`src/rtl/gb_cpu_common_pkg.sv`:
```
// Shared CPU types: IDU instruction, address sources, T-cycles and bus bundles.
// Imported by the bus controller and its address mux.
package gb_cpu_common_pkg;

  typedef enum logic [1:0] {
    IDU_NOP  = 2'd0,
    IDU_INC  = 2'd1,
    IDU_DEC  = 2'd2,
    IDU_PASS = 2'd3
  } idu_opcode_t;

  typedef struct packed {
    idu_opcode_t opcode;
    logic [15:0] operand;
  } idu_instruction_t;

  typedef enum logic [2:0] {
    ADDR_PC  = 3'd0,
    ADDR_SP  = 3'd1,
    ADDR_HL  = 3'd2,
    ADDR_BC  = 3'd3,
    ADDR_DE  = 3'd4,
    ADDR_WZ  = 3'd5,
    ADDR_FFC = 3'd6,
    ADDR_FFZ = 3'd7
  } addr_src_t;

  typedef enum logic [1:0] {
    T1 = 2'd0,
    T2 = 2'd1,
    T3 = 2'd2,
    T4 = 2'd3
  } tcycle_t;

  typedef struct packed {
    logic        valid;
    addr_src_t   addr_sel;
    idu_opcode_t idu_op;
    logic        rd;
    logic        wr;
    logic [7:0]  wdata;
    logic        wb_en;
    addr_src_t   wb_dst;
  } bus_req_t;

  typedef struct packed {
    logic [15:0] addr;
    idu_opcode_t op;
    logic        rd;
    logic        wr;
    logic [7:0]  wdata;
    logic        wb_en;
    addr_src_t   wb_dst;
    logic        lock;
  } mcycle_t;

  localparam mcycle_t MC_RESET = '{
    addr:   16'h0000,
    op:     IDU_NOP,
    rd:     1'b0,
    wr:     1'b0,
    wdata:  8'h00,
    wb_en:  1'b0,
    wb_dst: ADDR_PC,
    lock:   1'b0
  };

  localparam logic [15:0] HRAM_BASE = 16'hFF80;

  function automatic logic is_ff_page(input addr_src_t s);
    return (s == ADDR_FFC) || (s == ADDR_FFZ);
  endfunction

endpackage

```
`src/rtl/gb_cpu_addr_mux.sv`:
```
// Selects the M-cycle address from register pairs, FF-page forms or
// the writeback bypass when the previous cycle is updating that pair.
module gb_cpu_addr_mux
  import gb_cpu_common_pkg::*;
(
  input  addr_src_t   sel,
  input  logic [15:0] reg_pc,
  input  logic [15:0] reg_sp,
  input  logic [15:0] reg_hl,
  input  logic [15:0] reg_bc,
  input  logic [15:0] reg_de,
  input  logic [15:0] reg_wz,
  input  logic        byp_valid,
  input  addr_src_t   byp_dst,
  input  logic [15:0] byp_data,
  output logic [15:0] addr
);

  logic [15:0] base;

  // Raw source selection from the register file view
  always_comb begin
    base = 16'h0000;
    unique case (sel)
      ADDR_PC:  base = reg_pc;
      ADDR_SP:  base = reg_sp;
      ADDR_HL:  base = reg_hl;
      ADDR_BC:  base = reg_bc;
      ADDR_DE:  base = reg_de;
      ADDR_WZ:  base = reg_wz;
      ADDR_FFC: base = {8'hFF, reg_bc[7:0]};
      ADDR_FFZ: base = {8'hFF, reg_wz[7:0]};
    endcase
  end

  // A same-edge writeback to this pair beats the stale register value
  always_comb begin
    addr = base;
    if (byp_valid && (byp_dst == sel))
      addr = byp_data;
  end

endmodule

```
`src/rtl/gb_cpu_bus_ctrl.sv`:
```
// M-cycle bus sequencer: T1..T4 phase counter, request latch, IDU drive, writeback.
// Optional GB_CPU_DMA_LOCK_EN blocks non-HRAM bus access while DMA runs.
module gb_cpu_bus_ctrl
  import gb_cpu_common_pkg::*;
(
  input  logic             clk,
  input  logic             rst_n,
`ifdef GB_CPU_DMA_LOCK_EN
  input  logic             dma_active,
`endif
  input  logic             req_valid,
  output logic             req_ready,
  input  addr_src_t        req_addr_sel,
  input  idu_opcode_t      req_idu_op,
  input  logic             req_rd,
  input  logic             req_wr,
  input  logic [7:0]       req_wdata,
  input  logic             req_wb_en,
  input  addr_src_t        req_wb_dst,
  input  logic [15:0]      reg_pc,
  input  logic [15:0]      reg_sp,
  input  logic [15:0]      reg_hl,
  input  logic [15:0]      reg_bc,
  input  logic [15:0]      reg_de,
  input  logic [15:0]      reg_wz,
  output idu_instruction_t idu_instr,
  input  logic [15:0]      idu_result,
  output logic             wb_valid,
  output addr_src_t        wb_dst,
  output logic [15:0]      wb_data,
  output logic [15:0]      bus_addr,
  output logic             bus_rd,
  output logic             bus_wr,
  output logic [7:0]       bus_wdata,
  input  logic [7:0]       bus_rdata,
  output logic [7:0]       rdata,
  output logic             rdata_valid,
  output logic [1:0]       phase
);

  tcycle_t     phase_q;
  tcycle_t     phase_d;
  mcycle_t     cur_q;
  bus_req_t    req;
  logic [15:0] mux_addr;
  logic        accept;
  logic        lock_d;
  logic        wb_legal;
  logic [7:0]  rdata_q;
  logic [15:0] wb_data_q;

  assign req = '{
    valid:    req_valid,
    addr_sel: req_addr_sel,
    idu_op:   req_idu_op,
    rd:       req_rd,
    wr:       req_wr,
    wdata:    req_wdata,
    wb_en:    req_wb_en,
    wb_dst:   req_wb_dst
  };

  gb_cpu_addr_mux u_addr_mux (
    .sel       (req.addr_sel),
    .reg_pc    (reg_pc),
    .reg_sp    (reg_sp),
    .reg_hl    (reg_hl),
    .reg_bc    (reg_bc),
    .reg_de    (reg_de),
    .reg_wz    (reg_wz),
    .byp_valid (wb_valid),
    .byp_dst   (wb_dst),
    .byp_data  (wb_data),
    .addr      (mux_addr)
  );

`ifdef GB_CPU_DMA_LOCK_EN
  assign lock_d = dma_active && (mux_addr < HRAM_BASE);
`else
  assign lock_d = 1'b0;
`endif

  assign accept   = req.valid && req_ready;
  assign wb_legal = cur_q.wb_en && !is_ff_page(cur_q.wb_dst);

  // Phase state register
  always_ff @(posedge clk or negedge rst_n) begin
    if (!rst_n)
      phase_q <= T1;
    else
      phase_q <= phase_d;
  end

  // Free-running T-cycle sequence, no stall
  always_comb begin
    phase_d = T1;
    unique case (phase_q)
      T1: phase_d = T2;
      T2: phase_d = T3;
      T3: phase_d = T4;
      T4: phase_d = T1;
    endcase
  end

  // Phase-decoded strobes from the latched M-cycle
  always_comb begin
    req_ready   = 1'b0;
    bus_rd      = 1'b0;
    bus_wr      = 1'b0;
    rdata_valid = 1'b0;
    wb_valid    = 1'b0;
    unique case (phase_q)
      T1: begin
        bus_rd = cur_q.rd && !cur_q.lock;
      end
      T2, T3: begin
        bus_rd = cur_q.rd && !cur_q.lock;
        bus_wr = cur_q.wr && !cur_q.rd && !cur_q.lock;
      end
      T4: begin
        req_ready   = 1'b1;
        rdata_valid = cur_q.rd;
        wb_valid    = wb_legal;
      end
    endcase
  end

  // Latch a new request leaving T4, else fall to an idle M-cycle
  always_ff @(posedge clk or negedge rst_n) begin
    if (!rst_n) begin
      cur_q <= MC_RESET;
    end else if (phase_q == T4) begin
      if (accept) begin
        cur_q.addr   <= mux_addr;
        cur_q.op     <= req.idu_op;
        cur_q.rd     <= req.rd;
        cur_q.wr     <= req.wr;
        cur_q.wdata  <= req.wdata;
        cur_q.wb_en  <= req.wb_en;
        cur_q.wb_dst <= req.wb_dst;
        cur_q.lock   <= lock_d;
      end else begin
        cur_q.op    <= IDU_NOP;
        cur_q.rd    <= 1'b0;
        cur_q.wr    <= 1'b0;
        cur_q.wb_en <= 1'b0;
        cur_q.lock  <= 1'b0;
      end
    end
  end

  // Capture read byte and IDU result leaving T3
  always_ff @(posedge clk or negedge rst_n) begin
    if (!rst_n) begin
      rdata_q   <= 8'h00;
      wb_data_q <= 16'h0000;
    end else if (phase_q == T3) begin
      if (cur_q.rd)
        rdata_q <= cur_q.lock ? 8'hFF : bus_rdata;
      if (wb_legal)
        wb_data_q <= idu_result;
    end
  end

  assign idu_instr = '{opcode: cur_q.op, operand: cur_q.addr};
  assign bus_addr  = cur_q.addr;
  assign bus_wdata = cur_q.wdata;
  assign wb_dst    = cur_q.wb_dst;
  assign wb_data   = wb_data_q;
  assign rdata     = rdata_q;
  assign phase     = phase_q;

endmodule

```
`config.mk`:
```
export PLATFORM = sky130hd
export DESIGN_NAME = gb_cpu_bus_ctrl
export DESIGN_NICKNAME = d
export VERILOG_FILES = /design/src/rtl/gb_cpu_common_pkg.sv /design/src/rtl/gb_cpu_addr_mux.sv /design/src/rtl/gb_cpu_bus_ctrl.sv
export SDC_FILE = /design/constraint.sdc
export NUM_CORES = 1
export LEC_CHECK = 0
export CORE_ASPECT_RATIO = 1.75
export CORE_MARGIN = 5
export CORE_UTILIZATION = 30
export CTS_BUF_LIST = sky130_fd_sc_hd__clkbuf_8
export CTS_CLUSTER_SIZE = 20
export DETAILED_ROUTE_END_ITERATION = 12
export DONT_BUFFER_PORTS = 1
export PLACE_DENSITY = 0.45
export SKIP_CTS_REPAIR_TIMING = 1
export SLEW_MARGIN = 20
export SYNTH_ARGS = -nofsm -noshare
export SYNTH_HDL_FRONTEND = slang
export SYNTH_SLANG_ARGS = --single-unit
export TNS_END_PERCENT = 5
```
`constraint.sdc`:
```
create_clock -name clk -period 2.4 [get_ports clk]
set_input_delay 0.48 -clock clk [delete_from_list [all_inputs] [get_ports clk]]
set_output_delay 0.48 -clock clk [all_outputs]
set_load 0.01 [all_outputs]
```
; Word-level counts from Yosys, hierarchy flattened
; Cells that the tools add are included.
[classes]
n_reduce_logical = 14
mux = 10
n_eq_ne = 13
[op_table]
columns = cell, count
row1 = $pmux 16 s8, 1
row2 = $eq 3x3->1 const B, 6
row3 = $mux 16, 1
row4 = $pmux 2 s4, 1
row5 = $eq 3x2->1 const B, 2
row6 = $mux 1, 6
row7 = $reduce_and 2->1, 3
row8 = $eq 2x2->1 const B, 2
row9 = $logic_and 1x1->1, 4
row10 = $mux 4, 1
row11 = $eq 3x1->1 const B, 1
row12 = $eq 3x3->1, 1
row13 = $logic_not 3->1, 1
row14 = $reduce_or 3->1, 1
row15 = $eq 2x1->1 const B, 1
row16 = $logic_not 1->1, 2
row17 = $logic_not 2->1, 1
row18 = $reduce_or 2->1, 1
row19 = $logic_or 1x1->1, 1
[word_totals]
wordCells = 47
output_inout_bits = 76
input_bits = 142
ff_bits = 58

; Logic depth before layout (Yosys ltp)
; Gate-level depths: netlist of the first run.
[logic_depth]
depth_word = 7
mapped_depth = 6
mapped_depth_nobuf = 5

; Cells and area by module
; Synthesis of the first run repeated with hierarchy kept, for this count alone.
[unflattened]
hier_cells = 378
hier_area_um2 = 3926.3
[modules_own_cells]
columns = module, cells_per_inst, area_each_um2, n_inst
row1 = gb_cpu_bus_ctrl, 187, 2697.6, 1
row2 = gb_cpu_addr_mux, 191, 1228.7, 1

; Least setup slack after synthesis of the first run
; No wires, ideal clock.
[synth_path]
kind = register to output
start = register phase_q[0], in the netlist phase[0]
end = output wb_valid
t_required_ns = 1.920
arrival_time_ns = 1.252
path_stages_with_launch = 5
path_buffers = 1
path_slack_ns = 0.668
path_cell_list = dfrtp_1 -> ha_1 -> nand3_2 -> clkinv_1 -> buf_4
[synth_via]
elab_chain_len = 2
[synth_rtl]
columns = item, line
row1 = start: declaration, gb_cpu_bus_ctrl.sv:41  ; tcycle_t phase_q;
row2 = start signal: assignment, gb_cpu_bus_ctrl.sv:91  ; phase_q <= phase_d;
row3 = $eq 2x2->1, gb_cpu_bus_ctrl.sv:112  ; unique case (phase_q)
row4 = $mux 1, gb_cpu_bus_ctrl.sv:112
row5 = end: declaration, gb_cpu_bus_ctrl.sv:28  ; output logic wb_valid,
; Every way passes these cells.

; Worst setup path after layout of the first run
[layout_path]
start = register phase_q[1], in the netlist phase[1]
end = output bus_rd
[layout_via]
elab_chain_len = 3
elab_cells_between_ends = 5
[layout_rtl]
columns = item, line
row1 = "$eq 2x2->1, or another cell as far along", gb_cpu_bus_ctrl.sv:112
row2 = $reduce_or 3->1 (no line) *, --
row3 = $mux 1 *, gb_cpu_bus_ctrl.sv:112
row4 = end: declaration, gb_cpu_bus_ctrl.sv:32  ; output logic bus_rd,
; Every way passes the cells marked *; elsewhere a longest branch is shown, timed or not.

==> results of run 1 <==
[layout make-up]
cell class	instances	area, um2	area share (%)
clock buffer	10	137.6	3.757
tap	165	206.4	5.635
multi-input combinational	241	1698	46.35
sequential	58	1451	39.62
clock inverter	6	26.28	0.7172
inverter	13	48.80	1.332
timing repair buffer	10	95.09	2.596
[where the power goes]
part           internal, uW  switching, uW
Combinational           168            145
Sequential             1110            220
Clock                   386            373
[cells in the mapped netlist, types with 7 or more instances]
master    instances
buf_6             7
a22oi_1          13
dfrtp_1          58
and2_1            9
buf_4            50
o32ai_1           7
inv_1            10
o21ai_0          14
nor2_1            7
a21oi_1          10
nand2b_1          7
clkbuf_1          7
nand2_1          52
mux2_2           24
[logic make-up (layout without fill, tap and decap cells)]
group | count (synthesis) | after routing | synth area share, %
XOR/XNOR | 3 | 3 | 0.7079
flip-flops | 58 | 58 | 39.10
AO/OA/AOI/OAI | 97 | 97 | 19.45
adder cells (fa/ha/maj) | 3 | 3 | 1.011
buffers and inverters | 84 | 39 | 15.17
multiplexers | 32 | 32 | 10.11
AND/OR/NAND/NOR | 106 | 106 | 14.46
[state kept, by name, summed over array words and instances, names as in the netlist]
| name | cells |
|---|---|
| bus_addr | 16 |
| bus_wdata | 8 |
| cur_q | 3 |
| idu_instr | 2 |
| phase | 2 |
| rdata | 8 |
| wb_data | 16 |
| wb_dst | 3 |
[final timing paths]
| path | startpoint | end | slack [ps] |
|---|---|---|---|
| setup / recovery | phase[1] | bus_rd | 370 |
| hold / removal | rst_n | wb_data[5] | 6 |
| setup reg to reg | phase[1] | bus_addr[8] | 470 |
| hold reg to reg | bus_wdata[4] | bus_wdata[4] | 540 |
| max in group asynchronous | rst_n | wb_data[10] | 2140 |
| min in group clk | req_wdata[0] | bus_wdata[0] | 250 |
[placed cells by master (no fill, tap or decap), types with 3 or more instances in the layout]
master	n
mux2i_1	6
nor2b_1	3
nand2_1	52
o21ai_1	6
o22a_1	5
inv_1	13
dfrtp_1	58
clkbuf_8	10
a41oi_1	6
and2_1	9
a221o_1	3
xnor2_1	3
nand2b_1	7
clkinv_2	3
buf_4	9
a22oi_1	13
o211ai_1	3
a32oi_1	5
o21ai_0	14
nand4_1	3
and3_1	6
a22o_1	5
o31ai_1	5
a21oi_1	10
o32ai_1	7
ha_1	3
mux2_2	24
nor2_1	7
o221ai_1	5
[metrics by stage]
step                      cell area (um2)  hold slack (ps)  power (uW)
final                                3664            6.020        2398
after global routing                 3664            6.729        2562
after global placement               3472            186.0        1638
after detailed placement             3472            186.1        1648
after CTS                            3636           -192.9        2434
after floorplan                      3712            184.4        1700
[routing by layer]
metal	share of wire [%]	track usage, %	up-vias	wire (um)
met1	36	16.46	1287	4000
li1	-	-	1234	-
met3	8.3	4.926	14	923
met2	54	26.57	162	5978
met4	1.8	6.061	0	200
met5	0	0	-	0
==> results by group, run 1 <==
GRT
  – Gr ovfl total: 0
  – GR Util All Layers: 15.07%
  – Vias in the first global route: 2889
  – Initial antenna violation count: 0
  – First-pass GRT wire length: 16840 um
  – Largest net degree at the start of global routing: 59

Synth
  – Cell taking the most area after synthesis: dfrtp_1
  – Register bit total from synthesis: 58
  – Synth Instances: 383
  – Cell variety after synth: 54
  – Avg Inst Size Synth: 9.693 um2
  – Sequential fraction of the synthesis area: 39.10%
  – Number of flops mapped to enable cells by yosys: 0
  – Top-area cell type share of the netlist area: 39.10%
  – Area contributors post-synth: dfrtp_1, buf_4, mux2_2, nand2_1, a22oi_1
  – Syn Nets: 528
  – Asr flop ratio synth: 100.0%
  – Syn Std Cell Area: 3712 um2
  – Post-synth top flop: dfrtp_1
  – Synthesis Warnings: 0

Status
  – Status: finished, final reports clean

Detailed routing
  – Drc violations: 0
  – Final antenna-violating net count: 0
  – DR WL/cell: 22.07 um
  – Routed via count: 2697
  – Drt total wl: 11100 um
  – DR vias/cell: 5.362
  – DR pass1 iterations: 4
  – DRT iter0 DRCs: 123

Setup path
  – CP Capture Type: output pin
  – Kind of critical path: reg2out
  – CP Cell Sequence: ha_1 -> buf_4 -> nor2b_1
  – CP max stage cell: dfrtp_1
  – Crit path launch type: flip-flop
  – Worst Path Buf+Inv: 1
  – Worst path max stage delay: 450 ps
  – Crit path depth: 3
  – CP delay by family, top: flip-flops
  – Worst Path Required: 1920 ps
  – Worst-path fanout max: 11
  – Worst reg2reg path depth: 6
  – Worst endpoint data arrival time: 1550 ps

Pwr
  – Pleak: 0.001546 uW
  – PD cells: 654.5 nW/um2
  – Worst VDD drop: 0.1720 mV

Final layout
  – Syn-to-layout area delta: -1.315%
  – Cell Count, Final, Fillers Out: 503
  – Final Util: 30.35%
  – Ant. Diodes: 0
  – Layout cells sized above 1: 17.75%
  – Final #Nets: 478
  – Fillers: 1300

Clock tree
  – CTS Sinks: 58
  – Reg clk slew, reported paths: 70 ps
  – Clock Latency Late Sink: 330 ps
  – Clock Tree Root: clkbuf_8
  – Clk buf depth: 2
  – CTS tree: done
  – H-tree depth: 3
  – TritonCTS Buffers: 9

Timing
  – Slew Limit Fails: 0
  – Part of the cycle the worst path needs: 84.42%
  – Final hold violation count: 0
  – Final min period: 2026 ps
  – Final setup TNS: 0 ps
  – Relative slew margins: 58.17%
  – Unrepaired setup endpoints after global routing: no
  – Post-Route Skew: 6.861 ps
  – Worst-Margin Slew: 627.5 ps
  – Setup violators final: 0
  – FMAX: 493.6 MHz
  – Final worst slack: 373.9 ps

Floorplanning
  – Core Region: 12070 um2
  – Die area: 14790 um2
  – Die height: 157.2 um
  – I/O pin total: 218
  – Std-Cell Rows: 53
  – Die width: 94.09 um
  – Initial core utilization: 30.76%

Placed design
  – Routability cong.: 0.7481
  – Detailed Place HPWL: 8955 um
  – Pre-CTS setup slack: 486.4 ps
  – Placed cells: 486
  – Port Buffers: 0

Worst hold path
  – HP Class: in2async

Job
  – Max-cap violations: 0
No activity file was read; power rests on OpenSTA's default activity.
==> run 2: changes to the inputs <==
- clock period: 2.4 -> 1.99 ns (I/O delays scaled with it)
==> results by group, run 2 (synthesis gave the netlist of run 1 again) <==
Status
  – Status: finished, final reports clean

Setup path
  – CP max stage cell: dfrtp_1
  – Worst Path Required: 1590 ps (-330 ps)
  – Worst path max stage delay: 440 ps (about the same)
  – Worst reg2reg path depth: 4 (-2)
  – CP Capture Type: output pin
  – CP Cell Sequence: ha_2 -> nand3_2 -> clkinv_1 -> buf_4 -> buf_4
  – Worst Setup EP: wb_valid
  – Worst setup path startpoint: phase[0]
  – Reg2reg end: wb_data[13]
  – Kind of critical path: reg2out
  – Worst reg2reg setup slack: 340 ps (-130 ps)
  – Worst Path Buf+Inv: 3 (+2)
  – Crit path depth: 5 (+2)
  – Crit path launch type: flip-flop
  – CP delay by family, top: flip-flops
  – Worst-path fanout max: 10 (-1)
  – R2r startpoint: phase[0]
  – Cell mode on critical path: buf_4
  – Worst endpoint data arrival time: 1520 ps (-30 ps)

Floorplanning
  – Initial core utilization: 30.76% (unchanged)
  – Std-Cell Rows: 53 (unchanged)
  – Die height: 157.2 um (unchanged)
  – Die area: 14790 um2 (unchanged)
  – Die width: 94.09 um (unchanged)
  – Core Region: 12070 um2 (unchanged)
  – I/O pin total: 218 (unchanged)

Clock tree
  – Clock Tree Root: clkbuf_8
  – TritonCTS Buffers: 9 (unchanged)
  – Reg clk slew, reported paths: 70 ps (about the same)
  – CTS tree: done
  – H-tree depth: 3 (unchanged)
  – Clk buf depth: 2 (unchanged)
  – CTS Sinks: 58 (unchanged)
  – Clock Latency Late Sink: 340 ps (about the same)

GRT
  – Largest net degree at the start of global routing: 59 (unchanged)
  – Vias in the first global route: 2867 (-0.76%)
  – Initial antenna violation count: 0 (unchanged)
  – First-pass GRT wire length: 16300 um (-3.2%)
  – GR Util All Layers: 14.67% (-0.40 points)
  – Gr ovfl total: 0 (unchanged)

Job
  – Max-cap violations: 0 (unchanged)

Pwr
  – Worst VDD drop: 0.2351 mV (+37%)
  – Total Power: 2941 uW (+23%)
  – Pleak: 0.001570 uW (+1.6%)
  – PD cells: 786.5 nW/um2 (+20%)

Final layout
  – Final #Nets: 486 (+1.7%)
  – Ant. Diodes: 0 (unchanged)
  – Fillers: 1315 (+1.2%)
  – Layout cells sized above 1: 21.10% (+3.3 points)
  – Cell Count, Final, Fillers Out: 511 (+1.6%)
  – Multi-input gate area: 1700 um2 (+0.15%)
  – Most common library cell in the layout ignoring fill and taps: dfrtp_1
  – Syn-to-layout area delta: 0.7416%
  – Register area: 1455 um2 (+0.26%)
  – Most frequent cells in the layout: dfrtp_1, nand2_1, mux2_2

Timing
  – Part of the cycle the worst path needs: 96.23%
  – Worst-Margin Slew: 426.9 ps (-200.6 ps)
  – Post-Route Skew: 11.02 ps (+4.160 ps)
  – Final min period: 1915 ps
  – Slew Limit Fails: 0 (unchanged)
  – Final worst slack: 75.05 ps (-298.9 ps)
  – Setup violators final: 0 (unchanged)
  – Relative slew margins: 71.47% (+13 points)
  – Final hold violation count: 0 (unchanged)
  – FMAX: 522.2 MHz

Detailed routing
  – DRT iter0 DRCs: 137 (+11%)
  – DR WL/cell: 21.77 um (-1.4%)
  – Final antenna-violating net count: 0 (unchanged)
  – Drc violations: 0 (unchanged)
  – Routed via count: 2693 (-0.15%)
  – DR vias/cell: 5.270 (-1.7%)
  – DR pass1 iterations: 4 (unchanged)
  – Drt total wl: 11130 um (+0.21%)

Worst hold path
  – Hold Path Stages: 2
  – HP Class: in2reg

Placed design
  – Detailed Place HPWL: 9009 um (+0.60%)
  – Pre-CTS setup slack: 245.1 ps (-241.3 ps)
  – Routability cong.: 0.7621 (+1.9%)
  – Placed cells: 493 (+1.4%)
  – Port Buffers: 0 (unchanged)
==> run 2: area by class of cell <==
| type | instances | share of cell area [%] |
|---|---|---|
| inverter | 13 | 1.305 |
| tap | 165 | 5.520 |
| timing repair buffer | 18 | 4.215 |
| multi-input combinational | 241 | 45.47 |
| clock inverter | 6 | 0.9033 |
| sequential | 58 | 38.91 |
| clock buffer | 10 | 3.680 |
==> run 2: metal layers <==
layer | track usage [%] | routed length, um | vias up
li1 | - | - | 1251
met1 | 15.19 | 3904 | 1290
met2 | 26.57 | 6054 | 138
met3 | 5.308 | 990 | 14
met4 | 5.647 | 175 | 0
met5 | 0 | 0 | -
==> run 2: worst min path at each step <==
stage                       start      endpoint  slack [ps]
global route         req_wdata[0]  bus_wdata[0]         150
finish              req_wb_dst[0]     wb_dst[0]         170
CTS                         rst_n   bus_addr[7]        -280
floorplan                   rst_n   bus_addr[0]         100
detailed placement          rst_n   bus_addr[7]         100
global placement            rst_n   bus_addr[6]         100
==> run 2: where the power goes <==
group | internal [uW] | leakage [uW] | switching (uW)
clock | 474 | 0.0000892 | 486
combinational | 209 | 0.000794 | 179
sequential | 1330 | 0.000687 | 260
==> run 2: metrics by stage <==
step,TNS (ps),instance area [um2],hold slack [ps],utilization [%]
after floorplan,0,3712,102.4,-
after global placement,0,3525,104.2,29.20
after detailed placement,0,3525,103.8,29.20
after CTS,-19.27,3696,-279.9,30.62
after global routing,-17.40,3740,148.2,30.99
final,0,3740,166.6,30.99
==> run 3: changes to the inputs <==
- ABC_CLOCK_PERIOD_IN_PS: unset -> 1990
- CTS_BUF_LIST: sky130_fd_sc_hd__clkbuf_8 -> unset
==> results by group, run 3 (synthesis gave the netlist of run 1 again) <==
Floorplanning
  – Die area: 14790 um2 (unchanged)
  – Initial core utilization: 30.76% (unchanged)
  – Die width: 94.09 um (unchanged)
  – Core Region: 12070 um2 (unchanged)
  – I/O pin total: 218 (unchanged)
  – Die height: 157.2 um (unchanged)
  – Std-Cell Rows: 53 (unchanged)

Detailed routing
  – DR WL/cell: 21.61 um (-0.76%)
  – DR vias/cell: 5.284 (+0.26%)
  – Routed via count: 2700 (+0.26%)
  – Drt total wl: 11040 um (-0.76%)
  – DRT iter0 DRCs: 126 (-8.0%)
  – DR pass1 iterations: 4 (unchanged)
  – Final antenna-violating net count: 0 (unchanged)
  – Drc violations: 0 (unchanged)

GRT
  – First-pass GRT wire length: 16380 um (+0.47%)
  – Largest net degree at the start of global routing: 59 (unchanged)
  – GR Util All Layers: 14.76% (+0.099 points)
  – Gr ovfl total: 0 (unchanged)
  – Vias in the first global route: 2901 (+1.2%)
  – Initial antenna violation count: 0 (unchanged)

Pwr
  – Total Power: 3372 uW (+15%)
  – Clk pwr share: 41.2% (+8.6 points)
  – Worst VDD drop: 0.3007 mV (+28%)
  – Gate power share: 11.5% (-1.7 points)
  – Switching power share of the total: 28.47% (-3.0 points)
  – Pleak: 0.001615 uW (+2.8%)
  – PD cells: 878.5 nW/um2 (+12%)
  – Switching Power: 960.1 uW (+3.9%)
  – Internal Power: 2412 uW (+20%)
  – Sequential power share: 47.4% (-6.8 points)

Setup path
  – CP Cell Sequence: nand2_1 -> nand3_2 -> clkinv_1 -> buf_4 -> buf_4
  – CP delay by family, top: flip-flops
  – Crit path launch type: flip-flop
  – Worst Path Required: 1590 ps (about the same)
  – Worst endpoint data arrival time: 1510 ps (about the same)
  – Worst-path fanout max: 10 (unchanged)
  – CP max stage cell: dfrtp_1
  – Worst Path Buf+Inv: 3 (unchanged)
  – Cell mode on critical path: buf_4
  – CP Capture Type: output pin
  – Kind of critical path: reg2out
  – Worst path max stage delay: 500 ps (+60 ps)

Job
  – Max-cap violations: 0 (unchanged)

Timing
  – Final hold violation count: 0 (unchanged)
  – Part of the cycle the worst path needs: 95.77% (-0.46 points)
  – Relative slew margins: 71.07% (-0.40 points)
  – Post-Route Skew: 8.120 ps (-2.902 ps)
  – Final min period: 1906 ps (-9.056 ps)
  – FMAX: 524.7 MHz (+0.48%)
  – Slew Limit Fails: 0 (unchanged)
  – Final setup TNS: 0 ps (unchanged)
  – Setup violators final: 0 (unchanged)
  – Unrepaired setup endpoints after global routing: no
  – Worst-Margin Slew: 433.5 ps (+6.611 ps)

Clock tree
  – H-tree depth: 3 (unchanged)
  – Reg clk slew, reported paths: 50 ps (-20 ps)
  – TritonCTS Buffers: 9 (unchanged)
  – Clock Tree Root: clkbuf_16
  – Clock Latency Late Sink: 320 ps (-20 ps)
  – CTS Sinks: 58 (unchanged)
  – CTS tree: done
  – Clk buf depth: 2 (unchanged)

Final layout
  – Fillers: 1315 (unchanged)
  – Layout cells sized above 1: 20.52% (-0.58 points)
  – Most frequent cells in the layout: dfrtp_1, nand2_1, mux2_2
  – Syn-to-layout area delta: 3.404%
  – Cell Count, Final, Fillers Out: 511 (unchanged)
  – Final Util: 31.81% (+0.82 points)
  – Most common library cell in the layout ignoring fill and taps: dfrtp_1
  – Final #Nets: 486 (unchanged)
  – Ant. Diodes: 0 (unchanged)
  – Final Cell Area: 3839 um2 (+2.6%)

Status
  – Status: finished, final reports clean

Placed design
  – Detailed Place HPWL: 9009 um (unchanged)
  – Placed cells: 493 (unchanged)
  – Routability cong.: 0.7621 (unchanged)
  – Port Buffers: 0 (unchanged)
  – Post-Place Cell Area: 3525 um2 (unchanged)

Worst hold path
  – HP Class: in2reg
-- run 3: cell types whose count changed in the layout (fill, tap and decap cells not counted), sizes merged --
cell | before | now
inv | 13 | 12
clkbuf | 10 | 11
-- run 3: final timing paths --
check / start / slack, ps / end / cells past startpoint
setup / recovery: wb_dst[1] / 80 / wb_valid / 5
hold / removal: req_wdata[7] / 180 / bus_wdata[7] / 2
setup reg to reg: phase[0] / 340 / wb_data[13] / 4
hold reg to reg: cur_q[13] / 530 / cur_q[13] / 2
max in group asynchronous: rst_n / 1140 / phase[1] / 2
min in group asynchronous: rst_n / 580 / bus_addr[7] / 2
-- run 3: worst register-to-register path, delay by kind of cell (launching register included) --
family                   cells  cell delay [ps]
buffers and inverters        1              100
multiplexers                 1              410
AND/OR/NAND/NOR              1              370
flip-flops                   1              430
adder cells (fa/ha/maj)      1              210
-- run 3: cell type report --
| cell class | instances | area, um2 | share of cell area [%] |
|---|---|---|---|
| Clock buffer | 11 | 242.7 | 6.323 |
| Timing Repair Buffer | 18 | 157.7 | 4.107 |
| Clock inverter | 5 | 30.03 | 0.7823 |
| Multi-Input combinational cell | 241 | 1700 | 44.30 |
| Inverter | 13 | 48.80 | 1.271 |
| Sequential cell | 58 | 1453 | 37.84 |
| Tap cell | 165 | 206.4 | 5.378 |
-- run 3: through the flow --
stage / hold WS [ps] / worst slack [ps]
after floorplan: 102.4 / 340.1
after global placement: 104.2 / 300.0
after detailed placement: 103.8 / 245.1
after CTS: -252.0 / 7.734
after global routing: 175.7 / 9.072
final: 184.1 / 84.11
-- run 3: power by group through the flow --
stage / Sequential [uW] / Clock (uW) / Combinational (uW)
6_report: 1600 / 1390 / 387
5_1_grt: 1620 / 1490 / 439
4_1_cts: 1610 / 1440 / 363
3_5_place_dp: 1630 / 0 / 362
3_3_place_gp: 1620 / 0 / 349
2_1_floorplan: 1480 / 0 / 565
-- run 3: layer usage --
metal / up-vias / routed length, um / GRT usage, %
met5: - / 0 / 0
met4: 0 / 208 / 5.854
met3: 14 / 981 / 5.500
met2: 137 / 6001 / 26.70
met1: 1300 / 3850 / 15.16
li1: 1249 / - / -
